<file path="config.mk">
export PLATFORM = sky130hd
export DESIGN_NAME = la_capture_ctrl
export DESIGN_NICKNAME = d
export VERILOG_FILES = /design/src/rtl/la_capture_ctrl.sv
export SDC_FILE = /design/constraint.sdc
export NUM_CORES = 1
export LEC_CHECK = 0
export ABC_AREA = 1
export BUFFER_PORTS_ARGS = -buffer_cell sky130_fd_sc_hd__buf_2
export CAP_MARGIN = 20
export CORE_AREA = 4 4 120 88
export CTS_BUF_LIST = sky130_fd_sc_hd__clkbuf_4
export DETAILED_ROUTE_END_ITERATION = 8
export DIE_AREA = 0 0 124 92
export GPL_ROUTABILITY_DRIVEN = 0
export HOLD_SLACK_MARGIN = 0.12
export SETUP_SLACK_MARGIN = 0.2
export SLEW_MARGIN = 10
export SYNTH_ARGS = -nofsm -noshare
export SYNTH_HDL_FRONTEND = slang
export SYNTH_SLANG_ARGS = --single-unit
export TNS_END_PERCENT = 1
</file>
<file path="constraint.sdc">
create_clock -name CLK -period 2.52 [get_ports CLK]
set_input_delay 0.126 -clock CLK [delete_from_list [all_inputs] [get_ports CLK]]
set_output_delay 0.126 -clock CLK [all_outputs]
set_load 0.03 [all_outputs]
</file>
<file path="src/rtl/la_capture_ctrl.sv">
// la_capture_ctrl: logic-analyzer capture sequencer (pre-trigger fill, arm, post-trigger fill).
// Define LA_AUTO_TRIG_EN to build the auto-trigger timeout; without it ARMED waits indefinitely.
module la_capture_ctrl #(
  parameter int ADDR_W = 13,
  parameter int BLANK  = 3
) (
  input  logic              CLK,
  input  logic              RST,
  input  logic              START,
  input  logic              ABORT,
  input  logic              SMPL_CE,
  input  logic [ADDR_W-1:0] PRE_CNT,
  input  logic [ADDR_W-1:0] POST_CNT,
  input  logic [15:0]       AUTO_TMO,
  input  logic              TRIG_IN,
  output logic              TRIG_EN,
  output logic              WR_EN,
  output logic [ADDR_W-1:0] WR_ADDR,
  output logic [ADDR_W-1:0] TRIG_ADDR,
  output logic              BUSY,
  output logic              DONE,
  output logic              AUTO_FLAG
);

  typedef enum logic [2:0] {S_IDLE, S_PRE, S_ARMED, S_POST, S_DONE} state_t;

  // The blanking window covers the cycle in which the trigger block registers
  // TRIG_EN plus its BLANK-deep pipeline, so it is BLANK+1 ARMED cycles long.
  localparam int                 BLANK_W    = $clog2(BLANK + 2);
  localparam logic [BLANK_W-1:0] BLANK_LOAD = BLANK_W'(BLANK + 1);

  state_t             state;
  logic [ADDR_W-1:0]  wr_addr;
  logic [ADDR_W-1:0]  trig_addr;
  logic [ADDR_W-1:0]  cnt;
  logic [BLANK_W-1:0] blank_cnt;
  logic               trig_pend;
  logic               capture;
  logic               start_ok;
  logic               armed_live;
  logic               real_trig;
  logic               auto_trig;
  logic               fire;

  assign capture    = (state == S_PRE) || (state == S_ARMED) || (state == S_POST);
  assign start_ok   = START && ((state == S_IDLE) || (state == S_DONE));
  assign armed_live = (state == S_ARMED) && (blank_cnt == '0);
  assign real_trig  = armed_live && (TRIG_IN || trig_pend);
  assign fire       = WR_EN && (real_trig || auto_trig);

  assign WR_EN     = capture && SMPL_CE;
  assign BUSY      = capture;
  assign TRIG_EN   = (state == S_ARMED);
  assign DONE      = (state == S_DONE);
  assign WR_ADDR   = wr_addr;
  assign TRIG_ADDR = trig_addr;

  // NOTE: sequential state uses non-blocking (<=) so every register samples
  // pre-edge values; later assignments in the block deliberately override earlier ones.
  always_ff @(posedge CLK) begin
    if (!RST) begin
      state     <= S_IDLE;
      wr_addr   <= '0;
      trig_addr <= '0;
      cnt       <= '0;
      blank_cnt <= '0;
      trig_pend <= 1'b0;
    end else if (ABORT) begin
      state     <= S_IDLE;
      wr_addr   <= '0;
      trig_pend <= 1'b0;
    end else begin
      if (WR_EN) wr_addr <= wr_addr + ADDR_W'(1);

      unique case (state)
        S_IDLE: wr_addr <= '0;
        S_PRE: begin
          if (WR_EN) begin
            cnt <= cnt - ADDR_W'(1);
            if (cnt == ADDR_W'(1)) begin
              state     <= S_ARMED;
              blank_cnt <= BLANK_LOAD;
            end
          end
        end
        S_ARMED: begin
          if (blank_cnt != '0) blank_cnt <= blank_cnt - BLANK_W'(1);
          if (fire) begin
            trig_addr <= wr_addr;
            cnt       <= POST_CNT;
            trig_pend <= 1'b0;
            state     <= (POST_CNT == '0) ? S_DONE : S_POST;
          end else if (armed_live && TRIG_IN) begin
            // Trigger seen between sample strobes: hold it for the next write.
            trig_pend <= 1'b1;
          end
        end
        S_POST: begin
          if (WR_EN) begin
            cnt <= cnt - ADDR_W'(1);
            if (cnt == ADDR_W'(1)) state <= S_DONE;
          end
        end
        default: ;
      endcase

      if (start_ok) begin
        wr_addr   <= '0;
        cnt       <= PRE_CNT;
        blank_cnt <= BLANK_LOAD;
        trig_pend <= 1'b0;
        state     <= (PRE_CNT == '0) ? S_ARMED : S_PRE;
      end
    end
  end

`ifdef LA_AUTO_TRIG_EN
  logic [15:0] tmo_cnt;
  logic        auto_pend;
  logic        auto_flag;

  assign auto_trig = armed_live && auto_pend;
  assign AUTO_FLAG = auto_flag;

  always_ff @(posedge CLK) begin
    if (!RST || ABORT) begin
      tmo_cnt   <= '0;
      auto_pend <= 1'b0;
      auto_flag <= 1'b0;
    end else begin
      if (start_ok) auto_flag <= 1'b0;
      // A real trigger coinciding with the timeout takes precedence.
      if (fire) auto_flag <= !real_trig;
      if (state != S_ARMED) begin
        tmo_cnt   <= '0;
        auto_pend <= 1'b0;
      end else if (armed_live && !auto_pend) begin
        tmo_cnt <= tmo_cnt + 16'd1;
        if ((AUTO_TMO != 16'd0) && (tmo_cnt + 16'd1 == AUTO_TMO)) auto_pend <= 1'b1;
      end
    end
  end
`else
  logic unused_auto_tmo;
  assign unused_auto_tmo = ^AUTO_TMO;
  assign auto_trig       = 1'b0;
  assign AUTO_FLAG       = 1'b0;
`endif

endmodule

</file>
---- Word-level counts from Yosys, hierarchy flattened ----
Index checks and enable logic that the tools add are counted.
cells by class
  $add $sub $neg .......................... 3
  eq/ne operators ......................... 12
  muxes and demuxes ....................... 18
  bitwise logic cells ..................... 2
  reductions and logical operators ........ 28
operators with widths
  operator                 count
  $mux W13                 3
  $mux W3                  9
  $logic_not A13 Y1        2
  $pmux W13 S2             1
  $add A13 B1 Y13 const B  1
  $eq A13 B1 Y1 const B    1
  $sub A13 B1 Y13 const B  1
  $ne A3 B1 Y1 const B     3
  $pmux W3 S3              1
  $reduce_bool A3 Y1       3
  $eq A3 B2 Y1 const B     2
  $logic_and A1 B1 Y1      6
  $logic_not A3 Y1         2
  $ne A3 B2 Y1 const B     2
  $ne A3 B3 Y1 const B     2
  $pmux W3 S2              1
  $reduce_and A6 Y1        1
  $reduce_and A5 Y1        1
  $logic_or A1 B1 Y1       4
  $reduce_and A4 Y1        1
  $reduce_bool A4 Y1       1
  $reduce_or A2 Y1         2
  $reduce_or A4 Y1         1
  $eq A3 B1 Y1 const B     1
  other kinds (9)          11
storage, ports and cells
  register bits after elaboration ......... 46
  output and inout bits ................... 31
  word-level logic and storage cells ...... 69

---- Logic depth before layout (Yosys ltp) ----
  depth after elaboration ................. 8
  mapped depth ............................ 12
  depth with buffers taken out ............ 12

---- Least setup slack after synthesis ----
Ideal clock, no wire load.
  kind .................................... reg2reg
  from .................................... register state[2]
  to ...................................... register blank_cnt[0]
  setup time .............................. 0.114 ns
  arrival ................................. 1.475 ns
  required time ........................... 2.406 ns
  path slack .............................. 0.931 ns
  stages on the path, launching flop included .. 10
  path buffers ............................ 1
  period minus slack after synthesis ...... 1.589 ns
  path through ............................ dfxtp_1 > buf_2 > inv_2 > nand2_1 > nor2_4 > nor3_1 > nor3_1 > nand2_1 > a21oi_1 > nor2_1
between the ends
  cells in the longest elaborated chain, start to end .. 6
ends and longest elaborated chain
  item                                line  text
  from (decl)                         32    state_t state;
  from (signal assigned)              92    state <= (POST_CNT == '0) ? S_DONE : S_POST;
  from (signal assigned)              112   state <= (PRE_CNT == '0) ? S_ARMED : S_PRE;
  $eq A3 B2 Y1 (*)                    -
  net TRIG_EN                         16    output logic TRIG_EN,
  $logic_or A1 B1 Y1 (2 in series)    45    assign capture = (state == S_PRE) || (state == S_ARMED) || (state == S_POST);
  $logic_and A1 B1 Y1                 51    assign WR_EN = capture && SMPL_CE;
  $ne A3 B3 Y1 (no source line)       -
  $reduce_and A5 Y1 (no source line)  -
  to (signal assigned)                87    if (blank_cnt != '0) blank_cnt <= blank_cnt - BLANK_W'(1);
  to (decl)                           36    logic [BLANK_W-1:0] blank_cnt;
Mark *: on every way through the listed nets, which the timed path passes. The rest lies on a longest branch.
A chain may end at the register's enable or synchronous reset.

---- Final worst setup path ----
  from .................................... register state[0]
  to ...................................... register trig_addr[6] (netlist: TRIG_ADDR[6])
between the ends
  cells in the longest elaborated chain, start to end .. 6
ends and longest elaborated chain
  item                                          line        text
  $eq A3 B1 Y1 or $eq A3 B2 Y1 (tied branches)  45, 47, 75
  $logic_or A1 B1 Y1 (2 in series)              45
  $logic_and A1 B1 Y1                           51
  $logic_and A1 B1 Y1                           49          assign fire = WR_EN && (real_trig || auto_trig);
  $reduce_and A3 Y1 (no source line) (*)        -
  to (signal assigned)                          89          trig_addr <= wr_addr;
  to (decl)                                     34          logic [ADDR_W-1:0] trig_addr;
Mark *: on every way between the ends. The rest lies on a longest branch, timed or not.

==> out/metrics.cfg <==
[synthesis]
synth_top_cell_by_area=sky130_fd_sc_hd__dfxtp_1
post_synthesis_mean_instance_area_sq_um=6.28
synth_cells=440
synth_seq_area_share=0.333
yosysWarnings=0
postSynth.asyncResetShare=0
syn-num-nets=493
synth_enable_flop_cells=0
netlist_area_sq_um=2760
synthTopCellsByArea=sky130_fd_sc_hd__dfxtp_1 (33%), sky130_fd_sc_hd__nand2_1 (14%), sky130_fd_sc_hd__nor2_1 (9.0%)
yosys_register_bits=46
netlist-cell-type-count=34
postSynth.topFlopCell=sky130_fd_sc_hd__dfxtp_1
synth_top_cell_area_share=0.333

[drt]
wire_per_inst_um=11.8
dr.first_iter.drc_count=192
dr.pass1.iters=7
drt_drc_violations_left=0
routed_wl_mm=7.48
routed_via_density=4.57
antenna_violating_nets_post_route=0
num_vias=2907

[clocking]
cts.clk_slew.worst_paths_ns=0.16
h_tree_depth_reported_by_cts=2
clock_latency_ns=0.37
max-clock-path-buffers=2
cts_made_buffers=5
cts.sink_count=46
post_cts_resize_count=0
cts_tree=yes
cts_root_buffer=sky130_fd_sc_hd__clkbuf_4

[sta]
fin_worst_skew_ns=0.0288
finalMaxSlewViolations=0
rsz0062_at_grt=false
setup_ws_ns=0.529
timing.slew.headroom=0.542
worstMarginPinSlew_ns=0.686
worst_hold_slack_after_final_layout_ns=0.142
finalSetupViolCount=0
finalCriticalPeriod_ns=1.99
setup_total_negative_slack_ns=0
finalHoldViolations=0
layout_worst_path_cycle_share=0.790
max_clock_freq_ghz=0.502

[place]
hpwl_mm=5.88
dpl-instance-area_sq_um=3180
placement.io_buffers=61
pre_cts_ws_ns=0.514

[setup_path]
critical_path_class=flop to flop
worst_setup_path_start_kind=flop
timing.critical_path.to_type=flop
timing.critical_path.fanout_max=26
critPathLaunch=state[0]$_SDFFE_PP0P_
setup.reg_to_reg.worst_slack_ns=0.53
regToRegEndpoint=TRIG_ADDR[6]$_SDFFE_PN0P_
cp.required_ns=2.76
rr_worst_depth=9
cp_data_arrival_time_ns=2.23
reg2reg_from=state[0]$_SDFFE_PP0P_

[hold_path]
timing.hold.worst.class=input pin to flop
worst_hold_path.endpoint=cnt[11]$_SDFFE_PN0P_
min-delay-start=PRE_CNT[11]
hold_path_depth=5

[finish]
n_fill_cell=990
area.sequential_sq_um=921
design_area_sq_um=3320
n_antenna_cell=0
multiInputGateArea_sq_um=1540
fin_util=0.353
drive_above_1_share=0.177
syn_to_final_growth_pct=20.3
net_count_of_the_finished_layout=560

[grt]
wire_length_of_the_first_global_routing_pass_mm=12.2
grt_max_degree=27
groute.usage.overall=0.131
first_global_vias=2603
globalRoute.totalOverflow=0
antenna_found_initial=0

[floorplanning]
die_h_um=92
die_width_um=124
floorplan.core_area_sq_um=9420
dieArea_sq_um=11400
floorplan.initialDensity=0.293
floorplan.io_pins=79
rows=30

[pwr]
peak_vdd_ir_uv=171
total_leakage_power_nw=1.51
power_per_cell_area_nw_per_um2=527

[status]
status=completed

[flow_run]
cap_violations=0

sequential cells by signal (all words and copies together), names as in the netlist:
| name | count |
|---|---|
| trig_pend | 1 |
| state | 3 |
| TRIG_ADDR | 13 |
| cnt | 13 |
| WR_ADDR | 13 |
| blank_cnt | 3 |
power by group:
group / internal [mW] / leakage [nW] / switching (mW) / total, mW
combinational: 0.197 / 1.10 / 0.384 / 0.581
clock: 0.109 / 0.0312 / 0.255 / 0.364
sequential: 0.769 / 0.373 / 0.0380 / 0.807
per-stage QoR:
stage | instances | power, mW
floorplan | 440 | 1.25
detailed placement | 620 | 1.39
CTS | 636 | 1.77
global placement | 620 | 1.38
global route | 636 | 1.89
finish | 636 | 1.75
synthesized netlist by cell type, types with 2 or more instances:
| library cell | n |
|---|---|
| sky130_fd_sc_hd__o21ai_0 | 44 |
| sky130_fd_sc_hd__nor3_1 | 9 |
| sky130_fd_sc_hd__ha_1 | 5 |
| sky130_fd_sc_hd__nor3b_1 | 2 |
| sky130_fd_sc_hd__nor2_2 | 3 |
| sky130_fd_sc_hd__clkbuf_1 | 2 |
| sky130_fd_sc_hd__or2_2 | 2 |
| sky130_fd_sc_hd__nand4_1 | 4 |
| sky130_fd_sc_hd__dfxtp_1 | 46 |
| sky130_fd_sc_hd__o21ai_1 | 2 |
| sky130_fd_sc_hd__nor2_4 | 2 |
| sky130_fd_sc_hd__inv_2 | 3 |
| sky130_fd_sc_hd__inv_1 | 60 |
| sky130_fd_sc_hd__nand2_1 | 100 |
| sky130_fd_sc_hd__xor2_1 | 3 |
| sky130_fd_sc_hd__nand3_2 | 3 |
| sky130_fd_sc_hd__buf_2 | 7 |
| sky130_fd_sc_hd__nand3_1 | 28 |
| sky130_fd_sc_hd__nor2_1 | 66 |
| sky130_fd_sc_hd__xnor2_1 | 3 |
| sky130_fd_sc_hd__a21oi_1 | 33 |
logic make-up after synthesis:
kind of cell | synth area share
flops | 0.333
mux | 0.00362
xor+xnor | 0.0190
simple gates | 0.360
compound gates | 0.151
fa+ha+maj | 0.0227
buf+inv | 0.109
other cells | 0.00136
per-layer routing:
metal	vias to the layer above	track usage	part of all wire
li1	1532	-	-
met1	1310	0.189	0.49
met2	58	0.203	0.46
met3	7	0.0222	0.041
met4	0	0.0310	0.011
met5	-	0	0
critical path: stages, from the launching register on:
cell and delay, ns:
sky130_fd_sc_hd__dfxtp_1 0.45, sky130_fd_sc_hd__inv_2 0.10, sky130_fd_sc_hd__nand2_4 0.10, sky130_fd_sc_hd__nand3_4 0.17
sky130_fd_sc_hd__nor2_1 0.13, sky130_fd_sc_hd__nand2_1 0.07, sky130_fd_sc_hd__inv_1 0.07, sky130_fd_sc_hd__nand2_1 0.39
sky130_fd_sc_hd__o21ai_0 0.34, sky130_fd_sc_hd__a21oi_1 0.06
layout make-up:
| cell class | count | share of cell area |
|---|---|---|
| multi-input cells | 319 | 0.463 |
| clock buffers | 5 | 0.0113 |
| inverters | 63 | 0.0712 |
| well taps | 128 | 0.0482 |
| repair buffers | 72 | 0.123 |
| clock inverters | 3 | 0.00640 |
| flip-flops and latches | 46 | 0.277 |
repair_timing:
item / CTS / global route
hold buffers: 8 / 0
endpoints found under the hold margin: 11 / 0
setup buffers: 0 / 0
how the worst max path moves through the flow:
| stage | to | slack, ns |
|---|---|---|
| global route | TRIG_ADDR[6]$_SDFFE_PN0P_ | 0.29 |
| floorplan | blank_cnt[0]$_SDFFE_PN0P_ | 0.93 |
| finish | TRIG_ADDR[6]$_SDFFE_PN0P_ | 0.53 |
| detailed placement | TRIG_ADDR[6]$_SDFFE_PN0P_ | 0.51 |
| global placement | TRIG_ADDR[6]$_SDFFE_PN0P_ | 0.57 |
| CTS | TRIG_ADDR[8]$_SDFFE_PN0P_ | 0.52 |
placed cells by master, fill, tap and decap left out, drive strengths merged:
cell,netlist,layout
clkbuf,2,5
inv,63,63
a31oi,1,1
conb,1,1
clkinvlp,0,1
nor3b,2,2
nand3,32,32
buf,10,64
clkinv,0,2
dlygate4sd3,0,8
nand4,4,4
nor2,71,71
xor2,3,3
or2,2,2
o211ai,1,1
dfxtp,46,46
nand2,102,102
mux2i,1,1
ha,5,5
xnor2,3,3
o21ai,46,46
a21oi,33,33
nor3,11,11
o21bai,1,1
No activity file was read; power rests on OpenSTA's default activity.
